[src/rtl/axi_mem_master_bridge_if.sv]
// Bus bundle for the memory-port to AXI4 master bridge: the core-side
// request/response port plus the five AXI4 channels, single-beat use only.
interface axi_mem_master_bridge_if #(
  parameter int AXI4_ADDRESS_WIDTH = 32,
  parameter int AXI4_DATA_WIDTH    = 32,
  parameter int AXI4_ID_WIDTH      = 16,
  parameter int AXI4_USER_WIDTH    = 10,
  parameter int AXI_NUMBYTES       = AXI4_DATA_WIDTH / 8
);
  // core-side memory port
  logic                          req_i;
  logic                          we_i;
  logic [AXI4_ADDRESS_WIDTH-1:0] addr_i;
  logic [AXI4_DATA_WIDTH-1:0]    wdata_i;
  logic [AXI_NUMBYTES-1:0]       be_i;
  logic                          gnt_o;
  logic                          rvalid_o;
  logic [AXI4_DATA_WIDTH-1:0]    rdata_o;
  logic                          err_o;

  // write address channel
  logic [AXI4_ID_WIDTH-1:0]      AWID_o;
  logic [AXI4_ADDRESS_WIDTH-1:0] AWADDR_o;
  logic [7:0]                    AWLEN_o;
  logic [2:0]                    AWSIZE_o;
  logic [1:0]                    AWBURST_o;
  logic                          AWLOCK_o;
  logic [3:0]                    AWCACHE_o;
  logic [2:0]                    AWPROT_o;
  logic [3:0]                    AWREGION_o;
  logic [AXI4_USER_WIDTH-1:0]    AWUSER_o;
  logic [3:0]                    AWQOS_o;
  logic                          AWVALID_o;
  logic                          AWREADY_i;

  // write data channel
  logic [AXI4_DATA_WIDTH-1:0]    WDATA_o;
  logic [AXI_NUMBYTES-1:0]       WSTRB_o;
  logic                          WLAST_o;
  logic [AXI4_USER_WIDTH-1:0]    WUSER_o;
  logic                          WVALID_o;
  logic                          WREADY_i;

  // write response channel
  logic [AXI4_ID_WIDTH-1:0]      BID_i;
  logic [1:0]                    BRESP_i;
  logic [AXI4_USER_WIDTH-1:0]    BUSER_i;
  logic                          BVALID_i;
  logic                          BREADY_o;

  // read address channel
  logic [AXI4_ID_WIDTH-1:0]      ARID_o;
  logic [AXI4_ADDRESS_WIDTH-1:0] ARADDR_o;
  logic [7:0]                    ARLEN_o;
  logic [2:0]                    ARSIZE_o;
  logic [1:0]                    ARBURST_o;
  logic                          ARLOCK_o;
  logic [3:0]                    ARCACHE_o;
  logic [2:0]                    ARPROT_o;
  logic [3:0]                    ARREGION_o;
  logic [AXI4_USER_WIDTH-1:0]    ARUSER_o;
  logic [3:0]                    ARQOS_o;
  logic                          ARVALID_o;
  logic                          ARREADY_i;

  // read data channel
  logic [AXI4_ID_WIDTH-1:0]      RID_i;
  logic [AXI4_DATA_WIDTH-1:0]    RDATA_i;
  logic [1:0]                    RRESP_i;
  logic                          RLAST_i;
  logic [AXI4_USER_WIDTH-1:0]    RUSER_i;
  logic                          RVALID_i;
  logic                          RREADY_o;

  // the bridge itself
  modport master (
    input  req_i, we_i, addr_i, wdata_i, be_i,
    output gnt_o, rvalid_o, rdata_o, err_o,
    output AWID_o, AWADDR_o, AWLEN_o, AWSIZE_o, AWBURST_o, AWLOCK_o, AWCACHE_o,
           AWPROT_o, AWREGION_o, AWUSER_o, AWQOS_o, AWVALID_o,
    input  AWREADY_i,
    output WDATA_o, WSTRB_o, WLAST_o, WUSER_o, WVALID_o,
    input  WREADY_i,
    input  BID_i, BRESP_i, BUSER_i, BVALID_i,
    output BREADY_o,
    output ARID_o, ARADDR_o, ARLEN_o, ARSIZE_o, ARBURST_o, ARLOCK_o, ARCACHE_o,
           ARPROT_o, ARREGION_o, ARUSER_o, ARQOS_o, ARVALID_o,
    input  ARREADY_i,
    input  RID_i, RDATA_i, RRESP_i, RLAST_i, RUSER_i, RVALID_i,
    output RREADY_o
  );

  // the environment: core on one side, AXI slave/interconnect on the other
  modport slave (
    output req_i, we_i, addr_i, wdata_i, be_i,
    input  gnt_o, rvalid_o, rdata_o, err_o,
    input  AWID_o, AWADDR_o, AWLEN_o, AWSIZE_o, AWBURST_o, AWLOCK_o, AWCACHE_o,
           AWPROT_o, AWREGION_o, AWUSER_o, AWQOS_o, AWVALID_o,
    output AWREADY_i,
    input  WDATA_o, WSTRB_o, WLAST_o, WUSER_o, WVALID_o,
    output WREADY_i,
    output BID_i, BRESP_i, BUSER_i, BVALID_i,
    input  BREADY_o,
    input  ARID_o, ARADDR_o, ARLEN_o, ARSIZE_o, ARBURST_o, ARLOCK_o, ARCACHE_o,
           ARPROT_o, ARREGION_o, ARUSER_o, ARQOS_o, ARVALID_o,
    output ARREADY_i,
    output RID_i, RDATA_i, RRESP_i, RLAST_i, RUSER_i, RVALID_i,
    input  RREADY_o
  );
endinterface

[src/rtl/axi_mem_master_bridge.sv]
// Memory-port to AXI4 master bridge. Each accepted core request becomes one
// single-beat AXI4 read or write; only one transaction is in flight, and the
// core sees a one-cycle rvalid_o pulse when the AXI response returns.
module axi_mem_master_bridge #(
  parameter int AXI4_ADDRESS_WIDTH = 32,
  parameter int AXI4_DATA_WIDTH    = 32,
  parameter int AXI4_ID_WIDTH      = 16,
  parameter int AXI4_USER_WIDTH    = 10,
  parameter int AXI_NUMBYTES       = AXI4_DATA_WIDTH / 8,
  parameter int AXI_ID_VALUE       = 0
) (
  input  logic ACLK,
  input  logic ARESETn,
  axi_mem_master_bridge_if.master bus
);

  localparam logic [2:0] ST_IDLE  = 3'd0;
  localparam logic [2:0] ST_WR    = 3'd1;
  localparam logic [2:0] ST_WRESP = 3'd2;
  localparam logic [2:0] ST_RADDR = 3'd3;
  localparam logic [2:0] ST_RDATA = 3'd4;

  localparam logic [2:0]               AXSIZE = 3'($clog2(AXI_NUMBYTES));
  localparam logic [AXI4_ID_WIDTH-1:0] AXID   = AXI4_ID_WIDTH'(AXI_ID_VALUE);

  logic [2:0]                    state_reg;
  logic [AXI4_ADDRESS_WIDTH-1:0] addr_reg;
  logic [AXI4_DATA_WIDTH-1:0]    wdata_reg;
  logic [AXI_NUMBYTES-1:0]       be_reg;
  logic                          awvalid_reg;
  logic                          wvalid_reg;
  logic                          arvalid_reg;
  logic                          rvalid_reg;
  logic [AXI4_DATA_WIDTH-1:0]    rdata_reg;
  logic                          err_reg;

  logic gnt;
  logic aw_hs;
  logic w_hs;
  logic aw_done;
  logic w_done;

  // IDs, last flags, user fields and the low response bit carry no meaning here
  logic unused_inputs;
  assign unused_inputs = ^{bus.BID_i, bus.BUSER_i, bus.BRESP_i[0],
                           bus.RID_i, bus.RUSER_i, bus.RRESP_i[0], bus.RLAST_i};

  // grant and channel-completion terms; a channel counts as done once its
  // VALID has dropped or it is handshaking in this very cycle
  always_comb begin
    gnt     = ARESETn & (state_reg == ST_IDLE) & bus.req_i;
    aw_hs   = awvalid_reg & bus.AWREADY_i;
    w_hs    = wvalid_reg & bus.WREADY_i;
    aw_done = ~awvalid_reg | bus.AWREADY_i;
    w_done  = ~wvalid_reg | bus.WREADY_i;
  end

  assign bus.gnt_o    = gnt;
  assign bus.rvalid_o = rvalid_reg;
  assign bus.rdata_o  = rdata_reg;
  assign bus.err_o    = err_reg;

  // READY terms are also masked by reset so no beat is consumed while aborting
  assign bus.BREADY_o = ARESETn & (state_reg == ST_WRESP);
  assign bus.RREADY_o = ARESETn & (state_reg == ST_RDATA);

  assign bus.AWID_o     = AXID;
  assign bus.AWADDR_o   = addr_reg;
  assign bus.AWLEN_o    = 8'd0;
  assign bus.AWSIZE_o   = AXSIZE;
  assign bus.AWBURST_o  = 2'b01;
  assign bus.AWLOCK_o   = 1'b0;
  assign bus.AWCACHE_o  = 4'd0;
  assign bus.AWPROT_o   = 3'd0;
  assign bus.AWREGION_o = 4'd0;
  assign bus.AWUSER_o   = '0;
  assign bus.AWQOS_o    = 4'd0;
  assign bus.AWVALID_o  = awvalid_reg;

  assign bus.WDATA_o    = wdata_reg;
  assign bus.WSTRB_o    = be_reg;
  assign bus.WLAST_o    = 1'b1;
  assign bus.WUSER_o    = '0;
  assign bus.WVALID_o   = wvalid_reg;

  assign bus.ARID_o     = AXID;
  assign bus.ARADDR_o   = addr_reg;
  assign bus.ARLEN_o    = 8'd0;
  assign bus.ARSIZE_o   = AXSIZE;
  assign bus.ARBURST_o  = 2'b01;
  assign bus.ARLOCK_o   = 1'b0;
  assign bus.ARCACHE_o  = 4'd0;
  assign bus.ARPROT_o   = 3'd0;
  assign bus.ARREGION_o = 4'd0;
  assign bus.ARUSER_o   = '0;
  assign bus.ARQOS_o    = 4'd0;
  assign bus.ARVALID_o  = arvalid_reg;

  // transaction sequencer: accept, drive address/data channels, await response
  always_ff @(posedge ACLK) begin
    if (!ARESETn) begin
      state_reg   <= ST_IDLE;
      addr_reg    <= '0;
      wdata_reg   <= '0;
      be_reg      <= '0;
      awvalid_reg <= 1'b0;
      wvalid_reg  <= 1'b0;
      arvalid_reg <= 1'b0;
      rvalid_reg  <= 1'b0;
      rdata_reg   <= '0;
      err_reg     <= 1'b0;
    end else begin
      rvalid_reg <= 1'b0;
      case (state_reg)
        ST_IDLE: begin
          if (gnt) begin
            addr_reg  <= bus.addr_i;
            wdata_reg <= bus.wdata_i;
            be_reg    <= bus.be_i;
            if (bus.we_i) begin
              awvalid_reg <= 1'b1;
              wvalid_reg  <= 1'b1;
              state_reg   <= ST_WR;
            end else begin
              arvalid_reg <= 1'b1;
              state_reg   <= ST_RADDR;
            end
          end
        end
        ST_WR: begin
          if (aw_hs) awvalid_reg <= 1'b0;
          if (w_hs)  wvalid_reg  <= 1'b0;
          if (aw_done && w_done) state_reg <= ST_WRESP;
        end
        ST_WRESP: begin
          if (bus.BVALID_i) begin
            rvalid_reg <= 1'b1;
            err_reg    <= bus.BRESP_i[1];
            state_reg  <= ST_IDLE;
          end
        end
        ST_RADDR: begin
          if (bus.ARREADY_i) begin
            arvalid_reg <= 1'b0;
            state_reg   <= ST_RDATA;
          end
        end
        ST_RDATA: begin
          if (bus.RVALID_i) begin
            rvalid_reg <= 1'b1;
            rdata_reg  <= bus.RDATA_i;
            err_reg    <= bus.RRESP_i[1];
            state_reg  <= ST_IDLE;
          end
        end
        default: state_reg <= ST_IDLE;
      endcase
    end
  end

endmodule

[src/flat_wrapper.sv]
// flat-port wrapper written by rule: the top's interface ports become plain ports
module axi_mem_master_bridge_flat 
#(
  parameter int AXI4_ADDRESS_WIDTH = 32,
  parameter int AXI4_DATA_WIDTH    = 32,
  parameter int AXI4_ID_WIDTH      = 16,
  parameter int AXI4_USER_WIDTH    = 10,
  parameter int AXI_NUMBYTES       = AXI4_DATA_WIDTH / 8,
  parameter int AXI_ID_VALUE       = 0
)
  (ACLK, ARESETn, bus_req_i, bus_we_i, bus_addr_i, bus_wdata_i, bus_be_i, bus_gnt_o, bus_rvalid_o, bus_rdata_o, bus_err_o, bus_AWID_o, bus_AWADDR_o, bus_AWLEN_o, bus_AWSIZE_o, bus_AWBURST_o, bus_AWLOCK_o, bus_AWCACHE_o, bus_AWPROT_o, bus_AWREGION_o, bus_AWUSER_o, bus_AWQOS_o, bus_AWVALID_o, bus_AWREADY_i, bus_WDATA_o, bus_WSTRB_o, bus_WLAST_o, bus_WUSER_o, bus_WVALID_o, bus_WREADY_i, bus_BID_i, bus_BRESP_i, bus_BUSER_i, bus_BVALID_i, bus_BREADY_o, bus_ARID_o, bus_ARADDR_o, bus_ARLEN_o, bus_ARSIZE_o, bus_ARBURST_o, bus_ARLOCK_o, bus_ARCACHE_o, bus_ARPROT_o, bus_ARREGION_o, bus_ARUSER_o, bus_ARQOS_o, bus_ARVALID_o, bus_ARREADY_i, bus_RID_i, bus_RDATA_i, bus_RRESP_i, bus_RLAST_i, bus_RUSER_i, bus_RVALID_i, bus_RREADY_o);
  axi_mem_master_bridge_if #(.AXI4_ADDRESS_WIDTH(AXI4_ADDRESS_WIDTH), .AXI4_DATA_WIDTH(AXI4_DATA_WIDTH), .AXI4_ID_WIDTH(AXI4_ID_WIDTH), .AXI4_USER_WIDTH(AXI4_USER_WIDTH), .AXI_NUMBYTES(AXI_NUMBYTES)) bus_i ();
  input  logic ACLK;
  input  logic ARESETn;
  input wire logic [$bits(bus_i.req_i)-1:0] bus_req_i;
  input wire logic [$bits(bus_i.we_i)-1:0] bus_we_i;
  input wire logic [$bits(bus_i.addr_i)-1:0] bus_addr_i;
  input wire logic [$bits(bus_i.wdata_i)-1:0] bus_wdata_i;
  input wire logic [$bits(bus_i.be_i)-1:0] bus_be_i;
  output wire logic [$bits(bus_i.gnt_o)-1:0] bus_gnt_o;
  output wire logic [$bits(bus_i.rvalid_o)-1:0] bus_rvalid_o;
  output wire logic [$bits(bus_i.rdata_o)-1:0] bus_rdata_o;
  output wire logic [$bits(bus_i.err_o)-1:0] bus_err_o;
  output wire logic [$bits(bus_i.AWID_o)-1:0] bus_AWID_o;
  output wire logic [$bits(bus_i.AWADDR_o)-1:0] bus_AWADDR_o;
  output wire logic [$bits(bus_i.AWLEN_o)-1:0] bus_AWLEN_o;
  output wire logic [$bits(bus_i.AWSIZE_o)-1:0] bus_AWSIZE_o;
  output wire logic [$bits(bus_i.AWBURST_o)-1:0] bus_AWBURST_o;
  output wire logic [$bits(bus_i.AWLOCK_o)-1:0] bus_AWLOCK_o;
  output wire logic [$bits(bus_i.AWCACHE_o)-1:0] bus_AWCACHE_o;
  output wire logic [$bits(bus_i.AWPROT_o)-1:0] bus_AWPROT_o;
  output wire logic [$bits(bus_i.AWREGION_o)-1:0] bus_AWREGION_o;
  output wire logic [$bits(bus_i.AWUSER_o)-1:0] bus_AWUSER_o;
  output wire logic [$bits(bus_i.AWQOS_o)-1:0] bus_AWQOS_o;
  output wire logic [$bits(bus_i.AWVALID_o)-1:0] bus_AWVALID_o;
  input wire logic [$bits(bus_i.AWREADY_i)-1:0] bus_AWREADY_i;
  output wire logic [$bits(bus_i.WDATA_o)-1:0] bus_WDATA_o;
  output wire logic [$bits(bus_i.WSTRB_o)-1:0] bus_WSTRB_o;
  output wire logic [$bits(bus_i.WLAST_o)-1:0] bus_WLAST_o;
  output wire logic [$bits(bus_i.WUSER_o)-1:0] bus_WUSER_o;
  output wire logic [$bits(bus_i.WVALID_o)-1:0] bus_WVALID_o;
  input wire logic [$bits(bus_i.WREADY_i)-1:0] bus_WREADY_i;
  input wire logic [$bits(bus_i.BID_i)-1:0] bus_BID_i;
  input wire logic [$bits(bus_i.BRESP_i)-1:0] bus_BRESP_i;
  input wire logic [$bits(bus_i.BUSER_i)-1:0] bus_BUSER_i;
  input wire logic [$bits(bus_i.BVALID_i)-1:0] bus_BVALID_i;
  output wire logic [$bits(bus_i.BREADY_o)-1:0] bus_BREADY_o;
  output wire logic [$bits(bus_i.ARID_o)-1:0] bus_ARID_o;
  output wire logic [$bits(bus_i.ARADDR_o)-1:0] bus_ARADDR_o;
  output wire logic [$bits(bus_i.ARLEN_o)-1:0] bus_ARLEN_o;
  output wire logic [$bits(bus_i.ARSIZE_o)-1:0] bus_ARSIZE_o;
  output wire logic [$bits(bus_i.ARBURST_o)-1:0] bus_ARBURST_o;
  output wire logic [$bits(bus_i.ARLOCK_o)-1:0] bus_ARLOCK_o;
  output wire logic [$bits(bus_i.ARCACHE_o)-1:0] bus_ARCACHE_o;
  output wire logic [$bits(bus_i.ARPROT_o)-1:0] bus_ARPROT_o;
  output wire logic [$bits(bus_i.ARREGION_o)-1:0] bus_ARREGION_o;
  output wire logic [$bits(bus_i.ARUSER_o)-1:0] bus_ARUSER_o;
  output wire logic [$bits(bus_i.ARQOS_o)-1:0] bus_ARQOS_o;
  output wire logic [$bits(bus_i.ARVALID_o)-1:0] bus_ARVALID_o;
  input wire logic [$bits(bus_i.ARREADY_i)-1:0] bus_ARREADY_i;
  input wire logic [$bits(bus_i.RID_i)-1:0] bus_RID_i;
  input wire logic [$bits(bus_i.RDATA_i)-1:0] bus_RDATA_i;
  input wire logic [$bits(bus_i.RRESP_i)-1:0] bus_RRESP_i;
  input wire logic [$bits(bus_i.RLAST_i)-1:0] bus_RLAST_i;
  input wire logic [$bits(bus_i.RUSER_i)-1:0] bus_RUSER_i;
  input wire logic [$bits(bus_i.RVALID_i)-1:0] bus_RVALID_i;
  output wire logic [$bits(bus_i.RREADY_o)-1:0] bus_RREADY_o;
  assign bus_i.req_i = bus_req_i;
  assign bus_i.we_i = bus_we_i;
  assign bus_i.addr_i = bus_addr_i;
  assign bus_i.wdata_i = bus_wdata_i;
  assign bus_i.be_i = bus_be_i;
  assign bus_gnt_o = bus_i.gnt_o;
  assign bus_rvalid_o = bus_i.rvalid_o;
  assign bus_rdata_o = bus_i.rdata_o;
  assign bus_err_o = bus_i.err_o;
  assign bus_AWID_o = bus_i.AWID_o;
  assign bus_AWADDR_o = bus_i.AWADDR_o;
  assign bus_AWLEN_o = bus_i.AWLEN_o;
  assign bus_AWSIZE_o = bus_i.AWSIZE_o;
  assign bus_AWBURST_o = bus_i.AWBURST_o;
  assign bus_AWLOCK_o = bus_i.AWLOCK_o;
  assign bus_AWCACHE_o = bus_i.AWCACHE_o;
  assign bus_AWPROT_o = bus_i.AWPROT_o;
  assign bus_AWREGION_o = bus_i.AWREGION_o;
  assign bus_AWUSER_o = bus_i.AWUSER_o;
  assign bus_AWQOS_o = bus_i.AWQOS_o;
  assign bus_AWVALID_o = bus_i.AWVALID_o;
  assign bus_i.AWREADY_i = bus_AWREADY_i;
  assign bus_WDATA_o = bus_i.WDATA_o;
  assign bus_WSTRB_o = bus_i.WSTRB_o;
  assign bus_WLAST_o = bus_i.WLAST_o;
  assign bus_WUSER_o = bus_i.WUSER_o;
  assign bus_WVALID_o = bus_i.WVALID_o;
  assign bus_i.WREADY_i = bus_WREADY_i;
  assign bus_i.BID_i = bus_BID_i;
  assign bus_i.BRESP_i = bus_BRESP_i;
  assign bus_i.BUSER_i = bus_BUSER_i;
  assign bus_i.BVALID_i = bus_BVALID_i;
  assign bus_BREADY_o = bus_i.BREADY_o;
  assign bus_ARID_o = bus_i.ARID_o;
  assign bus_ARADDR_o = bus_i.ARADDR_o;
  assign bus_ARLEN_o = bus_i.ARLEN_o;
  assign bus_ARSIZE_o = bus_i.ARSIZE_o;
  assign bus_ARBURST_o = bus_i.ARBURST_o;
  assign bus_ARLOCK_o = bus_i.ARLOCK_o;
  assign bus_ARCACHE_o = bus_i.ARCACHE_o;
  assign bus_ARPROT_o = bus_i.ARPROT_o;
  assign bus_ARREGION_o = bus_i.ARREGION_o;
  assign bus_ARUSER_o = bus_i.ARUSER_o;
  assign bus_ARQOS_o = bus_i.ARQOS_o;
  assign bus_ARVALID_o = bus_i.ARVALID_o;
  assign bus_i.ARREADY_i = bus_ARREADY_i;
  assign bus_i.RID_i = bus_RID_i;
  assign bus_i.RDATA_i = bus_RDATA_i;
  assign bus_i.RRESP_i = bus_RRESP_i;
  assign bus_i.RLAST_i = bus_RLAST_i;
  assign bus_i.RUSER_i = bus_RUSER_i;
  assign bus_i.RVALID_i = bus_RVALID_i;
  assign bus_RREADY_o = bus_i.RREADY_o;
  axi_mem_master_bridge #(.AXI4_ADDRESS_WIDTH(AXI4_ADDRESS_WIDTH), .AXI4_DATA_WIDTH(AXI4_DATA_WIDTH), .AXI4_ID_WIDTH(AXI4_ID_WIDTH), .AXI4_USER_WIDTH(AXI4_USER_WIDTH), .AXI_NUMBYTES(AXI_NUMBYTES), .AXI_ID_VALUE(AXI_ID_VALUE)) u_core (.ACLK(ACLK), .ARESETn(ARESETn), .bus(bus_i));
endmodule
[config.mk]
export PLATFORM = sky130hd
export DESIGN_NAME = axi_mem_master_bridge_flat
export DESIGN_NICKNAME = d
export VERILOG_FILES = /design/src/rtl/axi_mem_master_bridge_if.sv /design/src/rtl/axi_mem_master_bridge.sv /design/src/flat_wrapper.sv
export SDC_FILE = /design/constraint.sdc
export NUM_CORES = 1
export LEC_CHECK = 0
export BUFFER_PORTS_ARGS = -buffer_cell sky130_fd_sc_hd__buf_2
export CORE_AREA = 3 3 163 165
export DETAILED_ROUTE_END_ITERATION = 16
export DIE_AREA = 0 0 166 168
export MAX_ROUTING_LAYER = met4
export PLACE_DENSITY_LB_ADDON = 0.15
export SLEW_MARGIN = 20
export SYNTH_ARGS = -nofsm -noshare
export SYNTH_HDL_FRONTEND = slang
export SYNTH_SLANG_ARGS = --single-unit
[constraint.sdc]
create_clock -name ACLK -period 1.2 [get_ports ACLK]
set_input_delay 0.24 -clock ACLK [delete_from_list [all_inputs] [get_ports ACLK]]
set_output_delay 0.24 -clock ACLK [all_outputs]
set_load 0.02 [all_outputs]
==> results of run 1 <==
-- worst min-delay path: stages --
cell and delay [ns]:
buf_2 0.08, nand2_2 0.04, o21ai_2 0.04
-- cells in the final DEF, fill, tap and decap left out, types with 3 or more instances in the layout --
cell type and n:
buf_2 239, dfxtp_2 9, nand3b_1 3, o21ai_1 33, a21boi_2 3, buf_6 13
dfxtp_1 97, nand2_2 33, nand2b_1 3, buf_16 10, buf_4 35, nand2_4 23
o21ai_0 6, conb_1 121, buf_12 14, o21ai_2 30, nand3_1 6, clkbuf_16 15
nand2_1 150, a21boi_1 29
-- worst max path at each step --
stage | from | end | slack (ns) | depth (start not counted)
detailed placement | u_core.state_reg[0] | u_core.bus.WVALID_o | -0.20 | 5
CTS | u_core.state_reg[0] | bus_RREADY_o | -0.43 | 4
global route | u_core.state_reg[0] | bus_gnt_o | -0.44 | 3
global placement | u_core.state_reg[0] | u_core.bus.WVALID_o | -0.22 | 5
floorplan | u_core.state_reg[2] | u_core.state_reg[1] | -0.05 | 4
finish | u_core.state_reg[0] | bus_BREADY_o | -0.37 | 4
-- cells in the mapped netlist --
library cell  number
nand2_1          206
buf_4            157
dfxtp_1          108
o21ai_0           59
a21boi_0          28
buf_2             13
clkbuf_1          13
o21ai_1           10
nand3_1            7
buf_6              5
a21boi_1           4
nand2b_1           4
nand3b_1           3
nor2_1             3
a21oi_1            2
a32o_1             2
and2_1             2
and3_1             2
clkbuf_2           2
conb_1             2
o211a_1            2
a211o_1            1
a311oi_2           1
a31oi_1            1
buf_1              1
mux2i_1            1
nand4b_1           1
nor3_1             1
nor3b_1            1
nor4_4             1
nor4b_1            1
o31ai_1            1
o32ai_2            1
or3b_1             1
-- kinds of logic (layout without fill, tap and decap cells) --
kind of cell / after synthesis / after routing
and+or+nand+nor: 233 / 233
other: 2 / 122
muxes: 1 / 1
DFF: 108 / 108
buffers and inverters: 191 / 336
AOI/OAI and AO/OA: 112 / 112
-- through the flow --
| stage | setup TNS [ns] | cell area, um2 | util [%] | total power, mW | hold slack [ns] |
|---|---|---|---|---|---|
| floorplan | -0.9830 | 5660 | - | 7.764 | 0.3486 |
| global placement | -14.95 | 6276 | 24.92 | 8.780 | 0.4373 |
| detailed placement | -15.10 | 6276 | 24.92 | 8.750 | 0.4385 |
| CTS | -27.43 | 7382 | 29.32 | 13.46 | 0.06284 |
| global route | -27.35 | 7801 | 30.98 | 14.43 | 0.06109 |
| finish | -19.60 | 7801 | 30.98 | 13.61 | 0.07414 |
-- metal layers --
metal / up-vias / part of all wire, % / GRT usage, %
li1: 2324 / - / -
met1: 2120 / 41 / 13.20
met2: 204 / 51 / 19.88
met3: 10 / 6.6 / 2.911
met4: 0 / 1.0 / 2.459
met5: - / 0 / -
-- layout make-up --
cell class                 count  area, um2
sequential                   108       2181
fill                        2723      17380
timing repair buffer         320       2349
clock buffer                  11      242.7
antenna                        1      2.502
tap                          330      412.9
multi-input combinational    467       2569
clock inverter                 5      45.04
-- report_power, final --
group / switching (mW) / internal (mW)
Clock: 1.49 / 1.50
Combinational: 3.32 / 2.69
Sequential: 0.407 / 4.20
-- timing repair --
item | in CTS | in global routing
setup endpoints to repair | 111 | 125
gates resized for setup | 130 | 147
setup buffers | 15 | 12
pin swaps | 36 | 39
cloned | 14 | 6
==> out/metrics.cfg, run 1 <==
[die]
die_x_um=166
start_util_pct=20.59
die_area_um2=27890
fp-row-count=58
die_h_um=168
design.core.area_um2=25180
ioPinCount=427

[final_layout]
layout-drive-gt1-share_pct=49.40
final_cells=1242
area_growth_pct=50.49
nets=1072

[global_routing]
grt_pass1_wl_mm=24.49
gr-total-overflow=0
grt_antenna_before_repair=1
grtUsageTotal_pct=11.36
grt_max_degree=33
grt_pass1_vias=4378

[critical_path]
crit_arrival_ns=1.33
critPathMaxFanout=4
cp_slowest_cell=dfxtp_4
worst_path_largest_cell_delay_ns=0.38
crit_chain=buf_4 > buf_4 > nor3b_2 > buf_4
reg2reg_slack_ns=-0.37
rr_worst_depth=8
cp-end-kind=output port
rr_startpoint=u_core.state_reg[0]
cp_common_cell=buf_4
critical_path_required_ns=0.96
cp_num_buf_inv=3
r2r_end=u_core.bus.ARADDR_o[9]
crit_type=reg -> out
cp-start-kind=flop
timing.critical_path.max_delay_family=buffers and inverters

[synth]
synthXorXnorAreaFrac_pct=0
postSynthAreaPerCell_um2=8.012
yosysWarnings=0
synth.area.top_cells=dfxtp_1 (42%), buf_4 (23%), nand2_1 (15%)
synth-simple-area-share_pct=18.37
syn_area_um2=5184
yosys.area.top_type_share_pct=41.71
ys_ff_latch=108
synth_mux_area_share_pct=0.1931
synth-adder-area-share_pct=0
synth_top_family_by_area=buffers and inverters
yosysTopAreaCell=dfxtp_1
synthDistinctLibCells=34
synth-compound-area-share_pct=13.30
ys_seq_area_share_pct=41.71
synthCells=647

[worst_hold_path]
hold_path.class=in -> reg
hp-start=bus_addr_i[11]
hold_path_end=u_core.bus.ARADDR_o[11]
min_path_cells=3

[cts]
cts_buffer_depth=2
clkLatencyLatePin_ns=0.35
clkTransAtPathRegs_ns=0.08
cts.htree.levels=3
cts_tree=built
clkSinkCount=108
cts_buffers=9
ctsHoldBuffers=0
cts_root_buf=clkbuf_16

[route]
drt_iter0_markers=172
routed_via_density=3.750
vias=4658
wl_per_cell_um=13.56
ant_nets=0
drc=0
first_pass_iters=4
routed_wl_mm=16.85

[sta]
finalSetupViolations=108
finalWorstSetupSlack_ns=-0.3710
skew_ns=0.01468
fmax_mhz=636.5
grt_setup_unrepaired=true
finalCritPeriodShare_pct=130.9
finalHoldViolCount=0
period_needed_ns=1.571
drv_slew=0

[placement]
io_buffer_count=250
dp_cells=1189
dp_slack_ns=-0.2000
hpwlAfterDp_mm=11.27
place_congestion=0.7322

[power]
powerDensity_nw_per_um2=1744
cellLeakagePower_nw=3.871
irDropWorstVdd_mv=0.6463

[run]
drv_cap=0

[status]
status=finished, violations left
failed_checks=setup timing

No activity file was read; power rests on OpenSTA's default activity.
==> inputs of run 2 (changes only) <==
ABC_AREA = 1   (was default)
CORE_AREA = 3 3 164 166   (was 3 3 163 165)
DIE_AREA = 0 0 167 169   (was 0 0 166 168)
clock period = 1.6 ns   (was 1.2 ns; I/O delays follow)
==> run 2 against run 1 <==
The flow now finishes without violations. Clock-buffer cell count down 1. Cell area down 17%. Setup slack better by 0.40 ns. Sequential share of layout area up 5.6 points. Critical path type unchanged. Combinational power down 51%.
==> out/metrics.cfg, run 2 <==
[status]
status=finished clean

[synth]
synthDistinctLibCells=22
yosysWarnings=0
synthArstFlopShare_pct=0
postSynthAreaPerCell_um2=7.727
ys_seq_area_share_pct=42.01
ys_ff_latch=108
yosys.cell_count.top_type=buf_4
synth_ff_type=dfxtp_1
synth_edf_count=0
yosysTopAreaCell=dfxtp_1
synthTopCellsByCount=buf_4 (154), nand2_1 (153), dfxtp_1 (108)
synth.area.top_cells=dfxtp_1 (42%), buf_4 (22%), nand2_1 (11%)
yosys.area.top_type_share_pct=42.01
synthCells=666
syn_area_um2=5146

[route]
drc=0
drt_iter0_markers=243
first_pass_iters=4
vias=4404
routed_wl_mm=14.74
routed_via_density=3.607
ant_nets=0
wl_per_cell_um=12.08

[sta]
worst_pin_slew_ns=0.5045
finalSetupViolations=0
finalHoldViolCount=0
finalHoldWorstSlack_ns=0.1571
relSlewSlack_pct=66.37
drv_slew=0
skew_ns=0.01264
period_needed_ns=1.572
fmax_mhz=636.2
finalCritPeriodShare_pct=98.24
grt_setup_unrepaired=true

[global_routing]
met3_usage_pct=3.456
grt_antenna_before_repair=0
grtUsageMet1_pct=11.84
met2_usage_pct=16.43
gr-total-overflow=0
grt_busiest_layer=met2
grtUsageTotal_pct=10.04
grt_pass1_wl_mm=21.82
grt_pass1_vias=3951
grt_max_degree=71

[cts]
cts_buffer_depth=2
cts_tree=built
ctsHoldBuffers=0
clkSinkCount=108
clkLatencyLatePin_ns=0.36
cts_root_buf=clkbuf_16
cts.htree.levels=3
clkTransAtPathRegs_ns=0.08
cts_buffers=9

[critical_path]
crit_arrival_ns=1.25
crit_chain=nor2_4 > nand2_4 > nor2_4 > buf_6 > buf_6
cp-end-kind=output port
rr_worst_depth=7
reg2reg_slack_ns=0.09
r2r_end=u_core.bus.rdata_o[14]
critical_path_required_ns=1.28
cp_slowest_cell=dfxtp_4
crit_type=reg -> out
crit_end=bus_gnt_o
worst_path_largest_cell_delay_ns=0.37
critPathMaxFanout=5
cp-start-kind=flop
startpoint=u_core.state_reg[0]
rr_startpoint=u_core.state_reg[0]

[power]
powerDensity_nw_per_um2=1323
irDropWorstVdd_mv=0.4270
cellLeakagePower_nw=3.253

[die]
design.core.area_um2=25760
die_x_um=167
die_h_um=169
start_util_pct=19.97
die_area_um2=28220
ioPinCount=427
fp-row-count=59

[final_layout]
nets=1047
utilization_pct=25.17
num_antenna_cells=0
layout-drive-gt1-share_pct=34.65
area_growth_pct=25.99
final_common_cell=buf_2
final_cell_mix=buf_2 (246), nand2_1 (152), conb_1 (121)

[placement]
io_buffer_count=250
hpwlAfterDp_mm=11.17
place_congestion=0.7174

[worst_hold_path]
min_path_cells=3
hold_path.class=in -> reg

[run]
drv_cap=0

## run 2: changes by cell type after synthesis, sizes merged, moves of 4 or more
| cell | change |
|---|---|
| inv | +45 |
| nor2 | +16 |
| nand2b | -4 |
| a21boi | -32 |
| nand2 | -52 |
| a21oi | +34 |
| o21ai | +34 |
## run 2: critical path, delay by kind of cell, from the launching register on
family / cells / cell delay, ns
buffers and inverters: 2 / 0.23
and+or+nand+nor: 3 / 0.31
DFF: 1 / 0.37
## run 2: logic make-up after synthesis
logic type	Yosys count	share of synthesized area [%]
buffers and inverters	232	29.25
flip-flops	108	42.01
AND/OR/NAND/NOR	183	14.15
AO/OA/AOI/OAI	141	14.44
other	2	0.1459
## run 2: area by class of cell
class | count | area (um2)
clock buffer | 10 | 229.0
fill | 2907 | 19280
tap | 335 | 419.2
timing repair buffer | 272 | 1483
multi-input combinational | 445 | 1948
clock inverter | 6 | 60.06
sequential | 108 | 2173
inverter | 45 | 171.4
## run 2: power by group
group          internal, mW  switching (mW)
Sequential             3.12           0.262
Combinational         0.970            1.96
Clock                  1.09            1.17
## run 2: worst min path at each step
stage                                      start                endpoint  slack (ns)
after floorplan                    bus_addr_i[0]  u_core.bus.ARADDR_o[0]        0.43
after global placement    u_core.bus.rdata_o[25]  u_core.bus.rdata_o[25]        0.43
after detailed placement  u_core.bus.rdata_o[19]  u_core.bus.rdata_o[19]        0.43
after CTS                         bus_wdata_i[2]   u_core.bus.WDATA_o[2]        0.13
after global routing             bus_wdata_i[16]  u_core.bus.WDATA_o[16]        0.14
final                             bus_wdata_i[2]   u_core.bus.WDATA_o[2]        0.16
## run 2: stage by stage
| step | area (um2) | setup TNS (ns) | setup WS, ns | total power, mW | instances |
|---|---|---|---|---|---|
| 2_1_floorplan | 5593 | 0 | 0.1551 | 5.692 | 785 |
| 3_3_place_gp | 6077 | 0 | 0.1317 | 6.248 | 1197 |
| 5_1_grt | 6484 | -0.06721 | -0.03264 | 9.177 | 1221 |
| 6_report | 6484 | 0 | 0.02809 | 8.579 | 1221 |
| 3_5_place_dp | 6077 | 0 | 0.1202 | 6.237 | 1197 |
| 4_1_cts | 6465 | -0.03318 | -0.02817 | 8.784 | 1220 |
## run 2: metal layers
metal | vias to the layer above | wire [um]
met3 | 13 | 1421
met1 | 1900 | 6229
li1 | 2248 | -
met4 | 0 | 133
met2 | 243 | 6960
met5 | - | 0
## run 2: what timing repair did
| action | CTS | global route |
|---|---|---|
| endpoints found under the setup margin | 3 | 6 |
| endpoints found under the hold margin | 0 | 0 |
| gates resized for setup | 16 | 7 |
| pin swaps | 4 | 3 |
| setup buffers | 7 | 1 |
